`src/rtl/seven_seg_decode.sv`:
```
// Purpose: capture a multiplexed 4-digit seven-segment display and rebuild the 16-bit hex value it shows.
// Latency: a digit is captured STABLE_CYCLES edges after it appears; a full frame reaches the outputs one edge after its last digit.
// Backpressure: valid/ready output; a frame that completes while the output is still held is dropped and overrun_out is set.
module seven_seg_decode #(
  parameter int unsigned STABLE_CYCLES = 4
) (
  input  logic        clk,
  input  logic        rst_n,
  input  logic [6:0]  seg_in,
  input  logic [3:0]  an_in,
  output logic [15:0] value_out,
  output logic [3:0]  err_out,
  output logic        valid_out,
  input  logic        ready_in,
  output logic        overrun_out
);

  localparam logic [7:0] STABLE_CNT = 8'(STABLE_CYCLES);

  logic [6:0]  prev_seg;
  logic [3:0]  prev_an;
  logic [7:0]  stable_cnt;
  logic [7:0]  cnt_next;
  logic        an_valid;
  logic [1:0]  digit_sel;
  logic [3:0]  nibble;
  logic        pat_err;
  logic        same;
  logic        capture;
  logic [3:0]  cap_bit;
  logic [3:0]  mask;
  logic [15:0] frame_val;
  logic [3:0]  frame_err;
  logic        frame_done;
  logic        buf_free;

  // Exactly one active-low enable selects a digit; anything else is ignored.
  always_comb begin
    an_valid  = 1'b1;
    digit_sel = 2'd0;
    case (an_in)
      4'b1110: digit_sel = 2'd0;
      4'b1101: digit_sel = 2'd1;
      4'b1011: digit_sel = 2'd2;
      4'b0111: digit_sel = 2'd3;
      default: an_valid  = 1'b0;
    endcase
  end

  // Map the active-low segment pattern {a..g} to a hex nibble; unknown shapes flag an error.
  always_comb begin
    nibble  = 4'h0;
    pat_err = 1'b0;
    case (seg_in)
      7'b0000001: nibble = 4'h0;
      7'b1001111: nibble = 4'h1;
      7'b0010010: nibble = 4'h2;
      7'b0000110: nibble = 4'h3;
      7'b1001100: nibble = 4'h4;
      7'b0100100: nibble = 4'h5;
      7'b0100000: nibble = 4'h6;
      7'b0001111: nibble = 4'h7;
      7'b0000000: nibble = 4'h8;
      7'b0000100: nibble = 4'h9;
      7'b0000010: nibble = 4'hA;
      7'b1100000: nibble = 4'hB;
      7'b0110001: nibble = 4'hC;
      7'b1000010: nibble = 4'hD;
      7'b0010000: nibble = 4'hE;
      7'b0111000: nibble = 4'hF;
      default:    pat_err = 1'b1;
    endcase
  end

  assign same = (seg_in == prev_seg) && (an_in == prev_an);

  // Stability counter saturates at the threshold so a held digit is captured only once per run.
  always_comb begin
    cnt_next = stable_cnt;
    if (!an_valid)
      cnt_next = 8'd0;
    else if (!same)
      cnt_next = 8'd1;
    else if (stable_cnt < STABLE_CNT)
      cnt_next = stable_cnt + 8'd1;
    capture = an_valid && (cnt_next == STABLE_CNT) && !(same && (stable_cnt == STABLE_CNT));
    cap_bit = capture ? (4'b0001 << digit_sel) : 4'b0000;
  end

  assign frame_done = (mask == 4'hF);
  assign buf_free   = !valid_out || ready_in;

  // Remember last cycle's inputs and advance the stability counter.
  always_ff @(posedge clk or negedge rst_n) begin
    if (!rst_n) begin
      prev_seg   <= 7'h7F;
      prev_an    <= 4'hF;
      stable_cnt <= 8'd0;
    end else begin
      prev_seg   <= seg_in;
      prev_an    <= an_in;
      stable_cnt <= cnt_next;
    end
  end

  // Collect digits into the frame being assembled; a capture on the clearing edge seeds the next mask.
  always_ff @(posedge clk or negedge rst_n) begin
    if (!rst_n) begin
      mask      <= 4'h0;
      frame_val <= 16'h0000;
      frame_err <= 4'h0;
    end else begin
      mask <= (frame_done ? 4'h0 : mask) | cap_bit;
      if (capture) begin
        frame_val[{digit_sel, 2'b00} +: 4] <= nibble;
        frame_err[digit_sel]               <= pat_err;
      end
    end
  end

  // Output buffer: load a finished frame when free, otherwise drop it and flag overrun.
  always_ff @(posedge clk or negedge rst_n) begin
    if (!rst_n) begin
      value_out   <= 16'h0000;
      err_out     <= 4'h0;
      valid_out   <= 1'b0;
      overrun_out <= 1'b0;
    end else begin
      if (frame_done && buf_free) begin
        value_out <= frame_val;
        err_out   <= frame_err;
        valid_out <= 1'b1;
      end else begin
        if (frame_done)
          overrun_out <= 1'b1;
        if (valid_out && ready_in)
          valid_out <= 1'b0;
      end
    end
  end

endmodule

```
`config.mk`:
```
export PLATFORM = sky130hd
export DESIGN_NAME = seven_seg_decode
export DESIGN_NICKNAME = d
export VERILOG_FILES = /design/src/rtl/seven_seg_decode.sv
export SDC_FILE = /design/constraint.sdc
export NUM_CORES = 1
export LEC_CHECK = 0
export ABC_AREA = 1
export CAP_MARGIN = 30
export CELL_PAD_IN_SITES_DETAIL_PLACEMENT = 1
export CELL_PAD_IN_SITES_GLOBAL_PLACEMENT = 1
export CORE_AREA = 4 4 100 102
export CTS_CLUSTER_SIZE = 24
export DETAILED_ROUTE_END_ITERATION = 10
export DIE_AREA = 0 0 104 106
export GPL_ROUTABILITY_DRIVEN = 0
export HOLD_SLACK_MARGIN = 0.08
export PLACE_DENSITY_LB_ADDON = 0.25
export SYNTH_ARGS = -nofsm -noshare
export SYNTH_HDL_FRONTEND = slang
export SYNTH_SLANG_ARGS = --single-unit
```
`constraint.sdc`:
```
create_clock -name clk -period 2.1 [get_ports clk]
set_clock_uncertainty 0.1 [all_clocks]
set_input_delay 0.42 -clock clk [delete_from_list [all_inputs] [get_ports clk]]
set_output_delay 0.42 -clock clk [all_outputs]
set_load 0.02 [all_outputs]
```
==> results summary, run 1 <==
At the later pin of the worst-skew pair, clock insertion delay measures 0.33 ns. The number of vias after detailed routing came out at 2604. Setup repair after global routing could not meet its margin everywhere. The global-route track usage on met1 came out at 0.178. The clock net sink count came out at 65. In this run the critical register-to-register path is captured at frame_val[13]$_DFFE_PN0P_.

The setup check on the worst reg-to-reg path leaves a slack of 0.16 ns. The power per cell area is 613 mW/mm². The signed area change from the synthesized netlist to the final layout is 32.5%. The chip height is 106 µm. For this run the aggregate overflow at the end of global routing stands at 0. The post-detailed-route via-to-cell ratio is 4.74.

The static leakage came out at 2.14 nW. The number of inserted diodes is 0. The worst setup slack after placement came out at -0.357 ns. The length in cells of the worst reg-to-reg path is 11.

The half-perimeter wire length after detailed placement came out at 5830 µm. The detailed-routing iteration count for the pre-antenna-repair pass is 4. TritonCTS built the clock tree. The type of the worst min-delay path is in2reg. The worst register-to-register path begins at stable_cnt[0]$_DFF_PN0_. The startpoint of the tightest hold check path is an_in[2]. The data arrival time of the critical path came out at 2.13 ns. The number of buffers inserted during clock tree synthesis is 9. The routing usage on met3 came out at 0.0316.

The final count of hold timing violations was 0. The number of nets with antenna violations after detailed routing is 0. The largest buffer count on any clock path is 2. The first-pass GRT wire length is 13400 µm.

In this run the worst path has a maximum fanout of 8. The total die area is 0.0110 mm². The synthesized netlist occupies a cell area of 0.00316 mm². The starting utilization of the core area is 0.346.

The slew at the pin closest to its max-slew limit came out at 0.364 ns. The number of antenna violations at the first check in global routing is 0. The share of synthesized area occupied by flip-flops and latches is 0.520. The number of DRC markers after the initial detailed-route iteration came out at 58.

Measured along the x axis, the die boundary spans 104 µm. The total of warnings raised by yosys is 0. The overall fraction of global-route tracks in use came out at 0.149.

The synthesized net count is 375. The utilization after layout came out at 0.459. The run finished with clean final reports.

The count of state elements after synthesis came out at 65. Setup total negative slack on the finished layout was measured at 0 ns. The number of max-slew violations in the final report is 0. The setup slack of the critical path after layout came out at 0.0782 ns. The endpoint type of the worst setup path is a register. The required time at the endpoint of the critical path came out at 2.21 ns. The number of instances in the synthesized netlist is 353. The post-route fraction of the period consumed by the critical path is 0.963. The total of fill cells in the finished design is 1060. Wires add up to 7600 µm. The root buffer selected by CTS is sky130_fd_sc_hd__clkbuf_8. Buffers placed on the I/O ports in this run total 35. The number of global-route vias before repair is 2828. Synthesis instantiated 31 different standard cells from the library. The max capacitance violation total is 0. IR analysis of the VDD net gives a maximum drop of 0.277 mV. Of the cells placed in the final design, the portion with a size suffix greater than 1 is 0.242. Entering global routing, the biggest net connects 66 pins. The most used routing layer in global routing is met2.

The average cell area after synthesis is 8.94 µm². The met2 capacity usage during global routing came out at 0.271. The critical path is of the in2reg type. The fmax is 495 MHz. The core footprint is 0.00911 mm². The number of placement rows is 35.

Counting instances, the worst hold path has a depth of 1. The I/O pin count is 36. The maximum level of the CTS H-tree came out at 3.

Setup violations remaining at the end of the flow were counted as 0. The number of design rule violations left after detail routing came out at 0. The worst min-delay path endpoint is prev_an[2]$_DFF_PN1_. The worst pin sits at a relative slew slack of 0.755. The detailed-route wire length per cell is 13.8 µm. The smallest clock period supported by the final layout is computed as 2.02 ns. The type of element launching the critical path is an input port. After clock tree synthesis, the clock-pin slew on the worst setup and hold paths is 0.06 ns.

The number of nets in the finished design is 455.
[kinds of logic after synthesis]
kind of cell             after synthesis  synth area share
AND/OR/NAND/NOR                      175             0.253
buffers and inverters                 49            0.0595
AO/OA/AOI/OAI                         31            0.0504
flip-flops                            65             0.520
XOR/XNOR                               5            0.0139
adder cells (fa/ha/maj)                8            0.0317
multiplexers                          20            0.0714
[area by class of cell]
type	instances	area (µm²)	share of cell area
multi-input cells	239	1380	0.329
flip-flops and latches	65	1640	0.392
well taps	111	139	0.0332
inverters	46	175	0.0419
clock inverters	1	30.0	0.00718
repair buffers	72	664	0.159
clock buffers	15	156	0.0374
[critical path: stages]
cell                              delay [ns]
sky130_fd_sc_hd__clkdlybuf4s50_1        0.49
sky130_fd_sc_hd__buf_4                  0.14
sky130_fd_sc_hd__nand4_1                0.24
sky130_fd_sc_hd__nand2_2                0.17
sky130_fd_sc_hd__inv_2                  0.05
sky130_fd_sc_hd__nor2_4                 0.21
sky130_fd_sc_hd__buf_4                  0.16
sky130_fd_sc_hd__nand3_4                0.10
sky130_fd_sc_hd__nand2_1                0.09
sky130_fd_sc_hd__o21ai_1                0.06
[power by group]
| group | leakage [nW] | internal (mW) | switching [mW] |
|---|---|---|---|
| Clock | 0.0919 | 0.585 | 0.454 |
| Sequential | 0.868 | 1.27 | 0.00661 |
| Combinational | 1.18 | 0.102 | 0.140 |
[through the flow]
stage | total power [mW] | cells | hold WS [ns] | instance area, µm²
3_3_place_gp | 1.53 | 527 | 0.341 | 3880
5_1_grt | 2.70 | 549 | 0.174 | 4180
3_5_place_dp | 1.54 | 527 | 0.358 | 3880
6_report | 2.56 | 549 | 0.181 | 4180
2_1_floorplan | 1.40 | 353 | 0.0244 | 3160
4_1_cts | 2.59 | 545 | 0.301 | 4090
[flip-flops by register name, indices dropped and copies added, names as in the netlist]
| name | count |
|---|---|
| prev_seg | 7 |
| value_out | 16 |
| frame_err | 4 |
| overrun_out | 1 |
| valid_out | 1 |
| mask | 4 |
| err_out | 4 |
| frame_val | 16 |
| stable_cnt | 8 |
| prev_an | 4 |
[cells in the mapped netlist]
master	count	area, µm²
sky130_fd_sc_hd__a21o_1	1	7.51
sky130_fd_sc_hd__a21oi_1	6	30.0
sky130_fd_sc_hd__a31oi_1	1	6.26
sky130_fd_sc_hd__and3_1	1	6.26
sky130_fd_sc_hd__buf_2	2	10.0
sky130_fd_sc_hd__clkbuf_1	1	3.75
sky130_fd_sc_hd__clkinv_2	1	5.00
sky130_fd_sc_hd__dfrtp_1	54	1350
sky130_fd_sc_hd__dfstp_2	11	289
sky130_fd_sc_hd__ha_1	8	100
sky130_fd_sc_hd__inv_1	41	154
sky130_fd_sc_hd__inv_2	4	15.0
sky130_fd_sc_hd__mux2_1	2	22.5
sky130_fd_sc_hd__mux2_2	18	203
sky130_fd_sc_hd__nand2_1	96	360
sky130_fd_sc_hd__nand2_2	2	12.5
sky130_fd_sc_hd__nand2_4	1	11.3
sky130_fd_sc_hd__nand3_1	14	70.1
sky130_fd_sc_hd__nand3_2	3	30.0
sky130_fd_sc_hd__nand3b_1	1	7.51
sky130_fd_sc_hd__nand4_1	15	93.8
sky130_fd_sc_hd__nor2_1	33	124
sky130_fd_sc_hd__nor2_2	2	12.5
sky130_fd_sc_hd__nor2_4	3	33.8
sky130_fd_sc_hd__nor3_1	2	10.0
sky130_fd_sc_hd__nor4_4	1	21.3
sky130_fd_sc_hd__o21ai_0	9	45.0
sky130_fd_sc_hd__o21ai_1	14	70.1
sky130_fd_sc_hd__or2_0	1	6.26
sky130_fd_sc_hd__xnor2_1	4	35.0
sky130_fd_sc_hd__xor2_1	1	8.76
[metal layers]
metal / vias up / share of wire
met5: - / 0
met4: 0 / 0.012
met3: 10 / 0.029
met2: 30 / 0.51
met1: 1271 / 0.45
li1: 1293 / -
[worst max path at each step]
stage	start	endpoint	slack (ns)	depth (start not counted)
floorplan	an_in[3]	mask[3]$_DFF_PN0_	0.15	7
global placement	seg_in[5]	frame_val[2]$_DFFE_PN0P_	-0.29	12
detailed placement	seg_in[1]	frame_val[0]$_DFFE_PN0P_	-0.36	12
CTS	seg_in[0]	frame_val[0]$_DFFE_PN0P_	0.0003	13
global route	an_in[0]	frame_err[3]$_DFFE_PN0P_	-0.04	10
finish	an_in[0]	frame_val[13]$_DFFE_PN0P_	0.08	10
[cells in the final DEF (no fill, tap or decap), drive strengths merged, types with 2 or more instances in the layout]
cell type,instances
inv,46
mux2,20
dfstp,11
xnor2,4
nor2,38
a21oi,6
clkdlybuf4s50,27
buf,37
nand3,17
nand4,15
dlymetal6s2s,6
clkbuf,15
nand2,99
nor3,2
ha,8
o21ai,23
dfrtp,54
[timing repair]
action,CTS,global route
buffers inserted,1,4
endpoints found under the setup margin,2,29
hold buffers,1,0
gates resized for setup,2,21
endpoints found under the hold margin,54,0
pin swaps,1,5
Power figures use the tool's default switching activity.
==> inputs of run 2 (changes only) <==
Settings changed: CTS_CLUSTER_SIZE 24 to not set.
==> results of run 2 <==
Final layout, timing and power as in run 1 (identical DEF).
==> inputs of run 3 (changes only) <==
--- a/constraint.sdc
+++ b/constraint.sdc
@@ -4,2 +4,2 @@
 set_output_delay 0.42 -clock clk [all_outputs]
-set_load 0.02 [all_outputs]
+set_load 0.1 [all_outputs]
==> run 3 against run 2 <==
  * Combinational power rose by 4%
  * Critical path depth rose by 1
  * Highest routed layer unchanged
  * Final cell count up 0.18%
  * Sequential share of layout area fell by 0.46 points
==> results summary, run 3 (synthesized netlist as in run 1, its figures left out) <==
The flow ran to the end, and the final reports show no timing, DRC or antenna violations. The length in cells of the worst reg-to-reg path is 11 (unchanged). The chip height came out at 106 µm (unchanged). The required time at the endpoint of the critical path came out at 2.24 ns (+0.03 ns).

The root buffer cell chosen for the clock tree is sky130_fd_sc_hd__clkbuf_8. The tightest min-delay check is of the in2reg type. The half-perimeter wire length after detailed placement is 5900 µm (+1.3%).

The static leakage is 2.23 nW (+4.2%). The number of vias after detailed routing is 2616 (+0.46%). The number of placement rows came out at 35 (unchanged). The number of max-slew violations in the final report came out at 0 (unchanged).

The worst slew margin relative to its limit is 0.741 (-0.0146). The number of DRC markers after the initial detailed-route iteration was 92 (+59%). The timing startpoint of the critical path is an_in[0]. The I/O pin count is 36 (unchanged). The worst setup slack after placement came to -0.362 ns (-0.00453 ns). The number of buffers inserted during clock tree synthesis came to 9 (unchanged).

The power per cell area is 678 mW/mm² (+11%). STA classifies the critical path endpoint as a register. The width of the chip came to 104 µm (unchanged).

The critical path is of the in2reg type. The clock transition at the registers of the reported paths came to 0.08 ns (+0.02 ns). The final count of hold timing violations came out at 0 (unchanged). In the layout the commonest cells are 93 x sky130_fd_sc_hd__nand2_1, 54 x sky130_fd_sc_hd__dfrtp_1, 53 x sky130_fd_sc_hd__buf_4.

The fmax was 494 MHz (-0.14%). The endpoint identified for the worst register-to-register timing path is frame_val[14]$_DFFE_PN0P_. The core footprint was 0.00911 mm² (unchanged). The worst voltage drop across the vdd grid came out at 0.301 mV (+8.6%). The overall fraction of global-route tracks in use came out at 0.149 (-0.000488). The starting utilization of the core area came out at 0.346 (unchanged).

The number of nets with antenna violations after detailed routing is 0 (unchanged). In the final layout, the registers with the most flip-flops are frame_val x16, value_out x16, stable_cnt x8. The final critical-path required period came out at 2.02 ns (+0.00275 ns).

The first-pass GRT wire length came out at 13400 µm (-0.36%). The instance count after placement with tap cells included is 529 (+0.38%). The maximum level of the CTS H-tree came out at 3 (unchanged).

The largest individual stage delay along the critical path comes from the cell sky130_fd_sc_hd__clkdlybuf4s50_1. The maximum fanout count along the critical path is 8 (unchanged). The signed area change from the synthesized netlist to the final layout is 34.1%. The share of final-layout standard cells stronger than drive strength 1 is 0.305 (+0.0632). The detailed-route wire length per cell was 14.0 µm (+0.88%). The post-detailed-route via-to-cell ratio is 4.76 (+0.28%).

The pin count of the biggest net entering global routing came out at 35 (-47%). The utilization after layout is 0.464 (+0.00549). The reg2reg setup slack came out at 0.10 ns (-0.06 ns). Traced cell by cell, the critical path runs through clkdlybuf4s50_1, buf_4, xnor2_2, nand2_1, nor2_1, nand3_2, nor2_4, buf_4, nand3_4, nand2_1, o21ai_1. The total overflow reported by the global router is 0 (unchanged). The number of inserted diodes came out at 0 (unchanged). The number of antenna violations at the first check in global routing is 0 (unchanged).

The number of port buffers came out at 35 (unchanged). The clock tree from TritonCTS is done. The type of element launching the critical path is an input port. The startpoint identified for the worst register-to-register timing path is stable_cnt[0]$_DFF_PN0_. The post-route fraction of the period consumed by the critical path came out at 0.964 (+0.00131). The slew at the pin closest to its max-slew limit came out at 0.389 ns (+0.0246 ns). The max capacitance violation total is 0 (unchanged). The most critical setup path has its endpoint at frame_val[9]$_DFFE_PN0P_.

The total die area came to 0.0110 mm² (unchanged). The total of fill cells in the finished design was 1094 (+3.2%). The setup slack of the critical path after layout came out at 0.0755 ns (-0.00275 ns). The delay of the slowest cell on the worst path came out at 0.49 ns (about the same). The count of endpoints failing setup in the final report is 0 (unchanged). The number of nets in the finished design is 456 (+0.22%). The worst hold slack is 0.165 ns (-0.0155 ns). The detailed-routing iteration count for the pre-antenna-repair pass is 4 (unchanged).

The filler-free cell count of the finished design came out at 550 (+0.18%). The number of global-route vias before repair came out at 2898 (+2.5%). The clock latency at the later pin of the worst-skew pair is 0.35 ns (+0.02 ns). The clock net sink count is 65 (unchanged). The number of design rule violations left after detail routing is 0 (unchanged). The detailed-route wire length is 7680 µm (+1.1%). The data arrival time of the critical path came out at 2.16 ns (+0.03 ns).

The largest buffer count on any clock path came out at 2 (unchanged). Leaving out fill and tap cells, the most frequent cell in the layout is sky130_fd_sc_hd__nand2_1.
[run 3: cell count changes in the layout (fill, tap and decap cells not counted), sizes merged]
cell,before,now
clkinv,0,3
inv,46,47
dlygate4sd2,1,0
clkbuf,15,9
bufinv,1,3
buf,37,60
clkdlybuf4s50,27,6
[run 3: worst max-delay path, delay by kind of cell]
family	cells	cell delay, ns
buffers and inverters	3	0.81
and+or+nand+nor	6	0.74
xor gates and xnor gates	1	0.12
AOI/OAI and AO/OA	1	0.06
[run 3: worst min-delay path by stage]
stage	end	slack (ns)	cells after the start	start
6_report	prev_an[2]$_DFF_PN1_	0.17	1	an_in[2]
3_3_place_gp	stable_cnt[6]$_DFF_PN0_	0.27	1	rst_n
5_1_grt	prev_seg[0]$_DFF_PN1_	0.17	1	seg_in[0]
2_1_floorplan	err_out[0]$_DFFE_PN0P_	0.02	0	rst_n
3_5_place_dp	stable_cnt[6]$_DFF_PN0_	0.27	1	rst_n
4_1_cts	overrun_out$_DFFE_PN0P_	0.37	1	overrun_out$_DFFE_PN0P_
[run 3: routing by layer]
metal / track usage / part of all wire
met1: 0.173 / 0.44
met2: 0.269 / 0.52
met3: 0.0383 / 0.028
met4: 0.0456 / 0.011
met5: 0 / 0
[run 3: layout make-up]
| class | instances | area, µm² | share of cell area |
|---|---|---|---|
| repair buffers | 73 | 642 | 0.152 |
| well taps | 111 | 139 | 0.0328 |
| flip-flops and latches | 65 | 1640 | 0.388 |
| inverters | 46 | 175 | 0.0414 |
| clock buffers | 9 | 124 | 0.0293 |
| multi-input cells | 239 | 1380 | 0.327 |
| clock inverters | 7 | 128 | 0.0302 |
[run 3: repair_timing]
action	4_1_cts	5_1_grt
setup endpoints to repair	0	22
resized for setup	0	25
hold buffers	1	0
hold endpoints to repair	13	0
buffers inserted	0	4
[run 3: stage by stage]
step	total power, mW	setup TNS (ns)	cell area (µm²)
floorplan	1.40	0	3160
global placement	1.54	-6.70	3860
detailed placement	1.55	-8.47	3860
CTS	2.92	0	4120
global route	3.00	-0.586	4230
finish	2.87	0	4230
[run 3: report_power, final]
group	switching, mW	internal (mW)	total (mW)	leakage, nW
sequential	0.00741	1.27	1.28	0.868
combinational	0.146	0.105	0.252	1.23
clock	0.535	0.803	1.34	0.126
